### src/rtl/acc_multi_reg.sv
// rtl/acc_multi_reg.sv - accumulator (AC + E flag) with single-cycle ALU ops and multi-cycle rotate-by-N
module acc_multi_reg #(
    parameter int WIDTH = 8,
    parameter int SHW   = 3
) (
    input  logic             CLK,
    input  logic             CLR_N,
    input  logic [3:0]       OP,
    input  logic             OP_VALID,
    input  logic [WIDTH-1:0] Data,
    input  logic [SHW-1:0]   SHAMT,
    output logic [WIDTH-1:0] Q,
    output logic             E,
    output logic             ZERO,
    output logic             NEG,
    output logic             BUSY,
    output logic             DONE
);

    localparam logic [3:0] OP_CLR   = 4'd1;
    localparam logic [3:0] OP_LD    = 4'd2;
    localparam logic [3:0] OP_INC   = 4'd3;
    localparam logic [3:0] OP_DEC   = 4'd4;
    localparam logic [3:0] OP_ADD   = 4'd5;
    localparam logic [3:0] OP_AND   = 4'd6;
    localparam logic [3:0] OP_CMA   = 4'd7;
    localparam logic [3:0] OP_CME   = 4'd8;
    localparam logic [3:0] OP_CLE   = 4'd9;
    localparam logic [3:0] OP_CIR   = 4'd10;
    localparam logic [3:0] OP_CIL   = 4'd11;
    localparam logic [3:0] OP_ROR_N = 4'd12;
    localparam logic [3:0] OP_ROL_N = 4'd13;

    typedef enum logic {S_IDLE, S_ROT} state_t;

    state_t           state_q, state_d;
    logic [WIDTH-1:0] q_q, q_d;
    logic             e_q, e_d;
    logic [SHW-1:0]   cnt_q, cnt_d;
    logic             left_q, left_d;
    logic             done_q, done_d;
    logic [WIDTH:0]   sum;

    // Both rotates treat {E,Q} as one WIDTH+1 bit ring; result packed as {E,Q}.
    function automatic logic [WIDTH:0] rot_r(input logic [WIDTH-1:0] q, input logic e);
        return {q[0], e, q[WIDTH-1:1]};
    endfunction

    function automatic logic [WIDTH:0] rot_l(input logic [WIDTH-1:0] q, input logic e);
        return {q, e};
    endfunction

    always_ff @(posedge CLK) begin
        if (!CLR_N) begin
            state_q <= S_IDLE;
            q_q     <= '0;
            e_q     <= 1'b0;
            cnt_q   <= '0;
            left_q  <= 1'b0;
            done_q  <= 1'b0;
        end else begin
            state_q <= state_d;
            q_q     <= q_d;
            e_q     <= e_d;
            cnt_q   <= cnt_d;
            left_q  <= left_d;
            done_q  <= done_d;
        end
    end

    assign sum = {1'b0, q_q} + {1'b0, Data};

    always_comb begin
        state_d = state_q;
        q_d     = q_q;
        e_d     = e_q;
        cnt_d   = cnt_q;
        left_d  = left_q;
        done_d  = 1'b0;
        case (state_q)
            S_IDLE: begin
                if (OP_VALID) begin
                    done_d = 1'b1;
                    case (OP)
                        OP_CLR: q_d = '0;
                        OP_LD:  q_d = Data;
                        OP_INC: q_d = q_q + WIDTH'(1);
                        OP_DEC: q_d = q_q - WIDTH'(1);
                        OP_ADD: {e_d, q_d} = sum;
                        OP_AND: q_d = q_q & Data;
                        OP_CMA: q_d = ~q_q;
                        OP_CME: e_d = ~e_q;
                        OP_CLE: e_d = 1'b0;
                        OP_CIR: {e_d, q_d} = rot_r(q_q, e_q);
                        OP_CIL: {e_d, q_d} = rot_l(q_q, e_q);
                        OP_ROR_N, OP_ROL_N: begin
                            if (SHAMT != '0) begin
                                state_d = S_ROT;
                                cnt_d   = SHAMT;
                                left_d  = (OP == OP_ROL_N);
                                done_d  = 1'b0;
                            end
                        end
                        default: ;
                    endcase
                end
            end
            S_ROT: begin
                {e_d, q_d} = left_q ? rot_l(q_q, e_q) : rot_r(q_q, e_q);
                cnt_d      = cnt_q - SHW'(1);
                if (cnt_q == SHW'(1)) begin
                    state_d = S_IDLE;
                    done_d  = 1'b1;
                end
            end
            default: state_d = S_IDLE;
        endcase
    end

    always_comb begin
        Q    = q_q;
        E    = e_q;
        ZERO = (q_q == '0);
        NEG  = q_q[WIDTH-1];
        BUSY = (state_q == S_ROT);
        DONE = done_q;
    end

endmodule
### config.mk
export PLATFORM = sky130hd
export DESIGN_NAME = acc_multi_reg
export DESIGN_NICKNAME = d
export VERILOG_FILES = /design/src/rtl/acc_multi_reg.sv
export SDC_FILE = /design/constraint.sdc
export NUM_CORES = 1
export LEC_CHECK = 0
export CAP_MARGIN = 5
export CORE_MARGIN = 2
export CORE_UTILIZATION = 36
export CTS_BUF_LIST = sky130_fd_sc_hd__clkbuf_16
export DETAILED_ROUTE_END_ITERATION = 6
export SLEW_MARGIN = 10
export SYNTH_ARGS = -nofsm -noshare
export SYNTH_HDL_FRONTEND = slang
export SYNTH_SLANG_ARGS = --single-unit
### constraint.sdc
create_clock -name CLK -period 2.61 [get_ports CLK]
set_clock_uncertainty 0.2 [all_clocks]
set_input_delay 0.522 -clock CLK [delete_from_list [all_inputs] [get_ports CLK]]
set_output_delay 0.522 -clock CLK [all_outputs]
set_load 0.005 [all_outputs]
==> qor.yml <==
status: "completed"
crit_slowest_cell: "or4b_4"
slew_violations: 0
avgViaCountPerCell: 5.775
min_to: "cnt_q[0]"
yosys-top-cells-area: "dfxtp_1, mux2i_1, ha_1"
synth_most_common_cell: "nand2_1"
syn_nets: 297
critical_path_buf_inv_count: 2
worstPathCellList: "dlygate4sd2_1 -> or4b_4 -> xnor2_2 -> ha_2 -> buf_4 -> o31ai_2 -> xor2_1 -> nand2_1 -> a31oi_1"
grt_pass1_wl_mm: 11.46
min_from: "cnt_q[0]"
cts_hold_buffers: 0
numPlacedInstances: 391
worstSetupStartpointType: "input pin"
tritoncts: "done"
relSlewSlack_pct: 65.50
powerDensity_mw_per_mm2: 340.7
post-dp-hpwl_mm: 5.175
worstRegToRegCells: 7
cts_max_level: 1
synth-compound-area-share_pct: 33.50
fin_cells: 395
synthXorXnorAreaFrac_pct: 3.574
yosys.area_share.simple_pct: 24.70
grt_overflow: 0
min_path_type: "flip-flop to flip-flop"
clock_latency_ps: 250
area_growth_pct: 40.59
die_x_um: 77.80
synthTopCellsByCount: "nand2_1, nor2_1, a21oi_1, dfxtp_1"
tightest_slew_ps: 516.9
whs_path_depth: 1
cts-root-buf: "clkbuf_16"
die_h_um: 77.80
clock_path_buffers: 2
yosysSeqAreaShare_pct: 15.32
synthAdderAreaFrac_pct: 8.041
postRouteAntennaNets: 0
drt-total-wl_mm: 6.762
synthCells: 267
drv_cap: 0
cellLeakagePower_nw: 1.112
hold_slack_ps: 287.6
yosysTopAreaCell: "dfxtp_1"
diodes: 0
muxShareOfSynthArea_pct: 8.870
synth_top_family_by_area: "compound AO/OA/AOI/OAI gates"
dr.pass1.iters: 4
cp_top_family: "simple AND/OR/NAND/NOR gates"
async_flop_share_pct: 0
setup_viol: 0
syn_avg_cell_area_sq_um: 7.343
ir_drop_v: 0.0001815
reg2reg_slack_ps: 410
syn_area_sq_mm: 0.001961
drc: 0
drive_above_1_share_pct: 24.00
io_buffer_count: 30
cp.arrival_ps: 2510
period_share_pct: 96.85
rsz0062_at_grt: "yes"
rows: 26
drt_iter0_drc: 167
io_pins: 31
fin_crit_ps: 2528
reg2reg_to: "Q[7]"
grt_pass1_vias: 2246
crit_path_end_kind: "flip-flop"
place_area_sq_mm: 0.002606
ys_ff_latch: 15
coreArea_sq_mm: 0.005172
synth_flop_cell: "dfxtp_1"
cp.required_ps: 2590
critPathKind: "input pin to flip-flop"
nets: 356
synth_top_cell_area_share_pct: 15.32
cts_sinks: 15
vias: 2281
place.gp.congestion: 0.9397
synthDistinctLibCells: 57
critPathMaxFanout: 5
yosys_warnings: 0
antenna_found_initial: 0
cts.clk_slew.worst_paths_ps: 50
numCtsBuffers: 3
stdcell_area_sq_mm: 0.002756
grt_max_degree: 25
synth-edff-count: 0
track_usage_pct: 23.36
die_area_sq_mm: 0.006053
crit_path_max_incr_delay_ps: 580
max_freq_mhz: 395.6
timing.rr.start: "Q[1]"
start_util_pct: 37.91
routedWlPerCell_um: 17.12
hold_viol: 0
-- worst register-to-register path, cell delays in order, from the launching register on --
cell      delay (ps)
dfxtp_1          520
ha_1             320
a211oi_2         210
nor2_1           110
o221a_2          270
or3_1            300
nand3_1           80
a31oi_1           70
-- logic make-up after synthesis --
kind of cell | Yosys count
xor+xnor | 8
compound gates | 94
buf+inv | 29
fa+ha+maj | 12
simple gates | 92
mux | 17
flops | 15
-- final cells by class --
cell class / count / area [sq um]
fill: 520 / 2416
multi-input combinational: 223 / 1623
timing repair buffer: 77 / 643.1
sequential: 15 / 300.3
tap: 70 / 87.58
clock buffer: 3 / 75.07
inverter: 6 / 22.52
clock inverter: 1 / 5.005
-- per-layer routing --
layer	track usage [%]	routed length [um]	part of all wire [%]	vias to the layer above
met4	5.714	80	1.2	0
met2	38.02	3130	46	73
met1	32.75	3199	47	1080
met5	0	0	0	-
li1	-	-	-	1119
met3	2.558	351	5.2	9
-- where the power goes --
part | internal, W | switching, W
logic | 0.000183 | 0.000182
registers | 0.000241 | 0.0000154
clock network | 0.000206 | 0.000112
-- state kept, by name (all words and copies together), names as in the netlist --
name	count
DONE	1
BUSY	1
Q	8
cnt_q	3
left_q	1
E	1
-- what timing repair did --
action                                  4_1_cts  5_1_grt
gates resized for setup                      17        7
endpoints found under the setup margin        7        7
pin swaps                                     8        4
buffers inserted                              0        1
-- cells in the final DEF (no fill, tap or decap), drive strengths merged, types with 5 or more instances in the layout --
cell type,netlist,final
a31oi,6,6
nand3,6,6
ha,11,11
o22ai,5,5
inv,6,6
clkdlybuf4s50,0,25
or3,6,6
nor2,21,21
nand2,24,24
buf,9,47
a211oi,8,8
a21oi,16,16
mux2i,14,14
o21ai,18,18
o21a,6,6
o211ai,7,7
dfxtp,15,15
nor2b,7,7
nand2b,5,5
-- through the flow --
step           power [W]  setup slack (ps)  TNS [ps]  utilization, %
2_1_floorplan  0.0004483             7.713         0               -
3_3_place_gp   0.0006064            -396.0     -2741           50.39
3_5_place_dp   0.0006100            -442.6     -2968           50.39
4_1_cts        0.0009342             9.601         0           52.85
5_1_grt        0.0009877            -29.91    -54.30           53.29
6_report       0.0009392             82.18         0           53.29
-- worst max path at each step --
stage	slack (ps)	cells after the start	to	startpoint
final	80	9	Q[6]	OP[0]
after global routing	-30	9	Q[6]	OP[0]
after CTS	10	4	ZERO	Q[3]
after detailed placement	-440	9	Q[4]	OP[0]
after global placement	-400	7	Q[5]	OP[0]
after floorplan	8	9	Q[2]	OP[0]
(Power assumes the default switching activity.)
